**src/rtl/div_ctrl_pkg.sv**
```systemverilog
// div_ctrl shared types: controller state encoding and
// the divide-by-zero quotient constant.
package div_ctrl_pkg;

    typedef enum logic [2:0] {
        S_IDLE   = 3'd0,
        S_LAUNCH = 3'd1,
        S_WAIT   = 3'd2,
        S_DONE   = 3'd3,
        S_DRAIN  = 3'd4
    } state_t;

    localparam logic [31:0] DIV0_LO = 32'hFFFF_FFFF;

endpackage

```
**src/rtl/div_ctrl_if.sv**
```systemverilog
// Pipeline-to-divide-controller request handshake.
// Transfer happens when op_valid & op_ready.
interface div_ctrl_if #(
    parameter int WIDTH = 32
);
    logic             op_valid;
    logic             op_ready;
    logic             op_signed;
    logic [WIDTH-1:0] op_x;
    logic [WIDTH-1:0] op_y;

    modport master (
        output op_valid, op_signed, op_x, op_y,
        input  op_ready
    );

    modport slave (
        input  op_valid, op_signed, op_x, op_y,
        output op_ready
    );
endinterface

```
**src/rtl/div_ctrl_hilo_reg.sv**
```systemverilog
// HI/LO register pair; a divide result beats MTHI/MTLO
// when both write on the same edge.
module hilo_reg
    import div_ctrl_pkg::*;
#(
    parameter int WIDTH = 32
) (
    input  logic             div_clk,
    input  logic             resetn,
    input  logic             div_we,
    input  logic [WIDTH-1:0] div_hi,
    input  logic [WIDTH-1:0] div_lo,
    input  logic             mthi_we,
    input  logic             mtlo_we,
    input  logic [WIDTH-1:0] mt_wdata,
    output logic [WIDTH-1:0] hi,
    output logic [WIDTH-1:0] lo
);

    always_ff @(posedge div_clk) begin
        if (!resetn) begin
            hi <= '0;
            lo <= '0;
        end else if (div_we) begin
            hi <= div_hi;
            lo <= div_lo;
        end else begin
            if (mthi_we) hi <= mt_wdata;
            if (mtlo_we) lo <= mt_wdata;
        end
    end

endmodule

```
**src/rtl/div_ctrl.sv**
```systemverilog
// EX-stage divide issue controller and HI/LO owner.
// Optional DIV_ZERO_FAST_EN: divide by zero bypasses core.
module div_ctrl
    import div_ctrl_pkg::*;
#(
    parameter int WIDTH = 32
) (
    input  logic             div_clk,
    input  logic             resetn,
    div_ctrl_if.slave        op,
    input  logic             flush,
    output logic             busy,
    output logic             done,
    input  logic             mthi_we,
    input  logic             mtlo_we,
    input  logic [WIDTH-1:0] mt_wdata,
    output logic [WIDTH-1:0] hi_rdata,
    output logic [WIDTH-1:0] lo_rdata,
    output logic             core_div,
    output logic             core_signed,
    output logic [WIDTH-1:0] core_x,
    output logic [WIDTH-1:0] core_y,
    input  logic [WIDTH-1:0] core_s,
    input  logic [WIDTH-1:0] core_r,
    input  logic             core_complete
);

    state_t           state;
    state_t           state_nxt;
    logic             accept;
    logic             div0_take;
    logic             res_take;
    logic             div_we;
    logic [WIDTH-1:0] div_hi;
    logic [WIDTH-1:0] div_lo;

    assign accept = (state == S_IDLE) && op.op_valid;

`ifdef DIV_ZERO_FAST_EN
    assign div0_take = accept && (op.op_y == '0);
`else
    assign div0_take = 1'b0;
`endif

    assign res_take = (state == S_WAIT) && core_complete && !flush;
    assign div_we   = res_take || div0_take;
    assign div_hi   = div0_take ? op.op_x : core_r;
    assign div_lo   = div0_take ? DIV0_LO : core_s;

    always_ff @(posedge div_clk) begin
        if (!resetn) state <= S_IDLE;
        else         state <= state_nxt;
    end

    // Core cannot abort: a flushed divide drains its result.
    always_comb begin
        state_nxt = state;
        unique case (state)
            S_IDLE: begin
                if (div0_take)   state_nxt = S_DONE;
                else if (accept) state_nxt = S_LAUNCH;
            end
            S_LAUNCH: begin
                state_nxt = flush ? S_DRAIN : S_WAIT;
            end
            S_WAIT: begin
                if (flush && core_complete) state_nxt = S_IDLE;
                else if (flush)             state_nxt = S_DRAIN;
                else if (core_complete)     state_nxt = S_DONE;
            end
            S_DONE:  state_nxt = S_IDLE;
            S_DRAIN: begin
                if (core_complete) state_nxt = S_IDLE;
            end
            default: state_nxt = S_IDLE;
        endcase
    end

    always_comb begin
        op.op_ready = 1'b0;
        core_div    = 1'b0;
        busy        = 1'b1;
        done        = 1'b0;
        unique case (state)
            S_IDLE: begin
                op.op_ready = 1'b1;
                busy        = 1'b0;
            end
            S_LAUNCH: core_div = 1'b1;
            S_DONE:   done     = 1'b1;
            default:  ;
        endcase
    end

    always_ff @(posedge div_clk) begin
        if (!resetn) begin
            core_signed <= 1'b0;
            core_x      <= '0;
            core_y      <= '0;
        end else if (accept) begin
            core_signed <= op.op_signed;
            core_x      <= op.op_x;
            core_y      <= op.op_y;
        end
    end

    hilo_reg #(
        .WIDTH (WIDTH)
    ) u_hilo (
        .div_clk  (div_clk),
        .resetn   (resetn),
        .div_we   (div_we),
        .div_hi   (div_hi),
        .div_lo   (div_lo),
        .mthi_we  (mthi_we),
        .mtlo_we  (mtlo_we),
        .mt_wdata (mt_wdata),
        .hi       (hi_rdata),
        .lo       (lo_rdata)
    );

endmodule

```
**src/flat_wrapper.sv**
```systemverilog
// flat-port wrapper written by rule: the top's interface ports become plain ports
module div_ctrl_flat import div_ctrl_pkg::*;
#(
    parameter int WIDTH = 32
)
  (div_clk, resetn, flush, busy, done, mthi_we, mtlo_we, mt_wdata, hi_rdata, lo_rdata, core_div, core_signed, core_x, core_y, core_s, core_r, core_complete, op_op_valid, op_op_signed, op_op_x, op_op_y, op_op_ready);
  div_ctrl_if #(.WIDTH(WIDTH)) op_i ();
  input  logic div_clk;
  input  logic resetn;
  input  logic flush;
  output logic busy;
  output logic done;
  input  logic mthi_we;
  input  logic mtlo_we;
  input  logic [WIDTH-1:0] mt_wdata;
  output logic [WIDTH-1:0] hi_rdata;
  output logic [WIDTH-1:0] lo_rdata;
  output logic core_div;
  output logic core_signed;
  output logic [WIDTH-1:0] core_x;
  output logic [WIDTH-1:0] core_y;
  input  logic [WIDTH-1:0] core_s;
  input  logic [WIDTH-1:0] core_r;
  input  logic core_complete;
  input wire logic [$bits(op_i.op_valid)-1:0] op_op_valid;
  input wire logic [$bits(op_i.op_signed)-1:0] op_op_signed;
  input wire logic [$bits(op_i.op_x)-1:0] op_op_x;
  input wire logic [$bits(op_i.op_y)-1:0] op_op_y;
  output wire logic [$bits(op_i.op_ready)-1:0] op_op_ready;
  assign op_i.op_valid = op_op_valid;
  assign op_i.op_signed = op_op_signed;
  assign op_i.op_x = op_op_x;
  assign op_i.op_y = op_op_y;
  assign op_op_ready = op_i.op_ready;
  div_ctrl #(.WIDTH(WIDTH)) u_core (.div_clk(div_clk), .resetn(resetn), .op(op_i), .flush(flush), .busy(busy), .done(done), .mthi_we(mthi_we), .mtlo_we(mtlo_we), .mt_wdata(mt_wdata), .hi_rdata(hi_rdata), .lo_rdata(lo_rdata), .core_div(core_div), .core_signed(core_signed), .core_x(core_x), .core_y(core_y), .core_s(core_s), .core_r(core_r), .core_complete(core_complete));
endmodule
```
**config.mk**
```make
export PLATFORM = sky130hd
export DESIGN_NAME = div_ctrl_flat
export DESIGN_NICKNAME = d
export VERILOG_FILES = /design/src/rtl/div_ctrl_pkg.sv /design/src/rtl/div_ctrl_if.sv /design/src/rtl/div_ctrl_hilo_reg.sv /design/src/rtl/div_ctrl.sv /design/src/flat_wrapper.sv
export SDC_FILE = /design/constraint.sdc
export NUM_CORES = 1
export LEC_CHECK = 0
export CORE_MARGIN = 2
export CORE_UTILIZATION = 41
export DETAILED_ROUTE_END_ITERATION = 6
export HOLD_SLACK_MARGIN = 0.15
export PLACE_DENSITY_LB_ADDON = 0.2
export SLEW_MARGIN = 25
export SYNTH_ARGS = -nofsm -noshare
export SYNTH_HDL_FRONTEND = slang
export SYNTH_HIERARCHICAL = 1
export SYNTH_SLANG_ARGS = --single-unit
```
**constraint.sdc**
```tcl
create_clock -name div_clk -period 1.8 [get_ports div_clk]
set_input_delay 0.36 -clock div_clk [delete_from_list [all_inputs] [get_ports div_clk]]
set_output_delay 0.36 -clock div_clk [all_outputs]
set_load 0.05 [all_outputs]
```
==> results of run 1 <==
==> cells in the final DEF (no fill, tap or decap), drive strengths merged <==
cell and instances:
or2b 21, nor3b 1, nand2b 43, inv 2
o21ai 1, nor3 2, o31a 1, o211a 64
dfxtp 132, or4b 1, clkdlybuf4s50 164, nor4b 3
buf 165, nand2 130, clkinvlp 3, mux2 64
clkbuf 23, xnor2 1, and3b 1, nor4bb 1
nor2 2, a21boi 65, bufinv 1, and4b 1
clkinv 5, nand3b 1, and3 1
==> state kept, by name, summed over array words and instances (netlist names) <==
register / count
u_core/core_x: 32
u_core/core_y: 32
u_core/u_hilo/hi: 32
u_core/u_hilo/lo: 32
u_core/state: 3
u_core/core_signed: 1
==> cells in the mapped netlist (2+ instances only) <==
cell | n | area (µm²)
a21boi_0 | 15 | 112.6
a21boi_1 | 50 | 375.4
buf_12 | 6 | 120.1
buf_2 | 11 | 55.05
buf_4 | 2 | 15.01
buf_6 | 13 | 146.4
clkbuf_1 | 19 | 71.32
dfxtp_1 | 132 | 2643
inv_1 | 2 | 7.510
mux2_2 | 4 | 45.04
mux2_4 | 60 | 900.9
nand2_1 | 130 | 488.0
nand2b_1 | 43 | 269.0
nor2_1 | 2 | 7.510
nor3_1 | 2 | 10.01
nor4b_1 | 2 | 17.52
o211a_1 | 64 | 640.6
or2b_1 | 21 | 157.7
==> metal layers <==
metal  track usage, %  wire length, µm
met5                0                0
met3            8.520             1455
met4            8.339              475
met2            37.70             8966
met1            23.39             7010
==> logic make-up after synthesis <==
kind of cell / after synthesis / synth area share [%]
xor+xnor: 1 / 0.1414
simple gates: 208 / 16.68
buf+inv: 55 / 6.844
mux: 64 / 15.26
flops: 132 / 42.64
compound gates: 131 / 18.43
==> through the flow <==
step / cell area (µm²) / hold slack, ns
floorplan: 6207 / 0.4385
global route: 9635 / 0.3289
detailed placement: 9031 / 0.4492
CTS: 9610 / 0.3215
finish: 9635 / 0.3388
global placement: 9031 / 0.4417
==> how the worst min path moves through the flow <==
stage                             end  slack, ns  cells past startpoint
floorplan             u_core/state[1]       0.44                      1
global placement     u_core/core_y[4]       0.44                      2
detailed placement  u_core/core_y[16]       0.45                      2
CTS                  u_core/core_y[1]       0.32                      2
global route        u_core/core_x[19]       0.33                      2
finish              u_core/core_x[19]       0.34                      2
==> critical path, stage by stage (launching register included) <==
cell     delay [ns]
dfxtp_2        0.35
buf_6          0.15
nor3_4         0.21
inv_1          0.10
buf_12         0.15
==> final cells by class <==
type                            count  area (µm²)  area share (%)
Inverter                            2       7.507         0.07791
Sequential cell                   132        2644           27.44
Multi-Input combinational cell    404        3164           32.84
Clock buffer                       23       488.0           5.064
Clock inverter                      9       77.57          0.8051
Timing Repair Buffer              329        3024           31.39
Tap cell                          184       230.2           2.389
==> power breakdown <==
| part | switching [W] | internal [W] |
|---|---|---|
| Combinational | 0.00120 | 0.000986 |
| Sequential | 0.000110 | 0.00312 |
| Clock | 0.00124 | 0.00203 |
| Total | 0.00254 | 0.00614 |
==> what timing repair did <==
item	CTS	global route
endpoints found under the hold margin	0	0
pin swaps	1	1
cloned	0	0
buffers inserted	1	0
endpoints found under the setup margin	2	10
gates resized for setup	1	6
==> metrics.txt, run 1 <==
status finished clean; YS warnings 6; R2R Path End u_core/core_x[23]; port bufs 300; layout cells sized above 1 ~29%; Peak VDD IR between 600 and 700 µV; post-route ant nets 0; H-tree Lvls 4; max-cap violation count 0; Die Width 126.9 µm; ratio of final minimum period to clock period between 90 and 100%; number of buffers created by CTS 17; Worst R2R Setup Slack about 0.22 ns; Nets 1,054; Critical Path RT about 1.4 ns; drt wl/cell about 17 µm; FILL cells ~1,100; DRT Wirelength approximately 18 mm; R2R cell count 4; Worst R2R Start u_core/state[1]; pin count of the biggest net entering global routing between 60 and 70; number of global-route vias before repair about 5,500; Tmin final around 1.7 ns; global-route wire length before repair 27.50 mm; detailed-route via count about 5,400; Pins Over Slew Limit 0; TritonRoute pass-1 iters 4; mapped cell area between 6000 and 7000 µm²; Tot Pwr between 0.008 and 0.009 W; die area 16,120 µm²; Hold Crit Class input pin to flip-flop; worst skew pair latency 0.41 ns; Worst Setup EP busy; Gate Count Post-Synth 591; GP Congestion roughly 0.8; Worst Min Path Start resetn; Worst setup EP type output pin; dpl hpwl 13.25 mm; Yosys reg bits between 100 and 150; pre-CTS setup slack -0.3250 ns; Vias/cell about 5; crit path launch u_core/state[1]; Synth cell types 31; Placed Cells 1,050; Chip Height between 100 and 150 µm; area grow syn2layout 55.48%; total grt overflow 0; CTS tree done; P_leak between 4 and 5 nW; hold buffers post-CTS 0; maximum clock path buffer count 2; CTS Root Cell clkbuf_16; syn avg cell area roughly 10 µm²; clk_skew approximately 0.0037 ns; crit path max fanout 6; RSZ-0062 raised after global routing yes; EDFF count, synth 0; placement row count 44; starting density of the core a little over two fifths; crit path kind flip-flop to output pin; DRT iter0 DRCs between 200 and 250; pwr dens between 900 and 1000 nW/µm²; core area between 10,000 and 15,000 µm²; Arr. time, crit path around 1.4 ns; Setup Viol. Count Final 0; Net Count, Synth around 760; fin util around 66%; ys async rst share 0%; Rel. slew slack roughly four fifths; Critical Path Start Type flip-flop; Top FF cell, synth dfxtp_1; worst setup margin roughly 0.072 ns; Tot GR Track Use approximately 22%; setup TNS 0 ns; clk sink count 132; number of diodes 0; Ports 301; initial antenna violation count 0; worst slew pin tran around 0.28 ns; Reg clk slew, reported paths 0.06 ns; Final Hold Viols 0; Post-Layout Cell Count 1,083; sequential fraction of the synthesis area a little over two fifths; DRC 0; Max Fclk slightly below 0.6 GHz
(Power assumes the default switching activity.)
==> inputs of run 2 (changes only) <==
SLEW_MARGIN = default   (was 25)
clock period = 1.9 ns   (was 1.8 ns; I/O delays follow)
==> run 2 against run 1 <==
Combinational power fell by 7%. Via count barely moved. First-iteration DRC count fell by 11%. Critical path depth fell by 1. Non-clock buffer count rose by 5. Flip-flop and latch count did not move. Largest power group unchanged.
==> metrics.txt, run 2 (synthesis gave the netlist of run 1 again) <==
CTS tree done; Worst R2R Setup Slack 0.34 ns (+0.12 ns); H-tree Lvls 4 (unchanged); Critical Path Start Type flip-flop; Worst R2R Start u_core/state[2]; number of global-route vias before repair 5,572 (+1.3%); area grow syn2layout 57.84%; Tmin final approximately 1.8 ns; maximum clock path buffer count 2 (unchanged); GP Congestion 0.8115 (+1.9%); pin count of the biggest net entering global routing 75 (+14%); worst slew pin tran 0.5326 ns (+0.2480 ns); clk sink count 132 (unchanged); starting density of the core 42.32% (unchanged); Die Width 126.9 µm (unchanged); Tot Pwr 0.008457 W (-2.6%); Multi-input gate area 3152 µm² (-0.40%); register area 2643 µm² (about the same); dpl hpwl 13.30 mm (+0.32%); core area 14,640 µm² (unchanged); Rel. slew slack 64.63% (-16 points); drt wl/cell 16.86 µm (+1.9%); max-cap violation count 0 (unchanged); placed instance area 9279 µm² (+2.7%); Peak VDD IR 578.4 µV (-11%); Arr. time, crit path 1.46 ns (+0.09 ns); Vias/cell 4.989 (-0.35%); Min Hold Slack 0.4462 ns (+0.1075 ns); Hold Crit Class flip-flop to flip-flop; Final Hold Viols 0 (unchanged); setup TNS 0 ns (unchanged); crit path max fanout 8 (+2); DRT iter0 DRCs 215 (-11%); Reg clk slew, reported paths 0.06 ns (about the same); Worst setup EP type output pin; Critical Path RT 1.52 ns (+0.08 ns); RSZ-0062 raised after global routing no; worst skew pair latency 0.41 ns (about the same); WHS Path Cells 2 (unchanged); R2R cell count 4 (unchanged); layout cells sized above 1 20.29% (-9.2 points); hold buffers post-CTS 0 (unchanged); ratio of final minimum period to clock period 96.62%; die area 16,120 µm² (unchanged); TritonRoute pass-1 iters 4 (unchanged); Chip Height 126.9 µm (unchanged); status finished clean; number of buffers created by CTS 17 (unchanged); placement row count 44 (unchanged); global-route wire length before repair 28.89 mm (+5.0%); DRC 0 (unchanged); R2R Path End u_core/core_x[22]; Pins Over Slew Limit 0 (unchanged); worst setup margin 0.06418 ns (-0.007530 ns); clk_skew 0.006217 ns (+0.002545 ns); initial antenna violation count 0 (unchanged); most common cell after layout, fill and taps aside clkdlybuf4s50_1; most frequent cells in the layout clkdlybuf4s50_1, dfxtp_1, nand2_1; DRT Wirelength 18.32 mm (+2.3%); post-route ant nets 0 (unchanged); pwr dens 864.6 nW/µm² (-4.1%); Ports 301 (unchanged); Max Fclk 0.5447 GHz; post-route cell area 9782 µm² (+1.5%); FILL cells 1,172 (+4.1%); Worst Min Path Start u_core/core_y[15]; Setup Viol. Count Final 0 (unchanged); total grt overflow 0 (unchanged); P_leak 4.945 nW (+5.0%); hold endpoint u_core/core_y[15]; Tot GR Track Use 22.57% (+1.0 points); pre-CTS setup slack -0.1491 ns (+0.1760 ns); CTS Root Cell clkbuf_16; port bufs 300 (unchanged); crit path kind flip-flop to output pin; Nets 1,059 (+0.47%); detailed-route via count 5,423 (+0.018%)
[run 2: what timing repair did]
item / in CTS / in global routing
endpoints found under the setup margin: 87 / 0
hold endpoints to repair: 0 / 0
setup buffers: 0 / 0
gates resized for setup: 87 / 0
[run 2: area by class of cell]
class                   instances  area share [%]
flip-flops and latches        132           27.01
clock buffers                  18           4.490
multi-input cells             404           32.22
diodes                          1         0.02558
well taps                     184           2.354
repair buffers                334           32.16
inverters                       2         0.07675
clock inverters                12           1.663
[run 2: worst max path at each step]
stage	start	endpoint	cells past startpoint
finish	u_core/state[0]	core_div	3
global route	u_core/state[2]	busy	4
CTS	u_core/state[0]	core_div	3
detailed placement	op_op_valid	u_core/core_x[21]	5
global placement	op_op_valid	u_core/core_x[24]	5
floorplan	u_core/state[2]	busy	3
[run 2: power by group]
| part | internal [W] | total, W | switching [W] |
|---|---|---|---|
| Sequential | 0.00296 | 0.00306 | 0.0000964 |
| Combinational | 0.000885 | 0.00202 | 0.00113 |
| Clock | 0.00220 | 0.00339 | 0.00119 |
[run 2: worst max-delay path, stage by stage (launching register included)]
cell	delay, ns
dfxtp_1	0.40
buf_4	0.21
nor3b_2	0.26
buf_12	0.17
[run 2: stage by stage]
step	util, %	std cells
2_1_floorplan	-	591
3_3_place_gp	63.36	1056
3_5_place_dp	63.36	1056
4_1_cts	66.78	1086
5_1_grt	66.78	1086
6_report	66.80	1087
[run 2: metal layers]
layer	track usage [%]	up-vias	wire, µm
met4	10.34	0	523
met5	0	-	0
met3	7.676	38	1430
met1	24.28	2560	7103
met2	39.97	199	9267
li1	-	2626	-
==> inputs of run 3 (changes only) <==
HOLD_SLACK_MARGIN = default   (was 0.15)
==> results of run 3 <==
No change in the layout: final DEF, timing and power equal those of run 2.
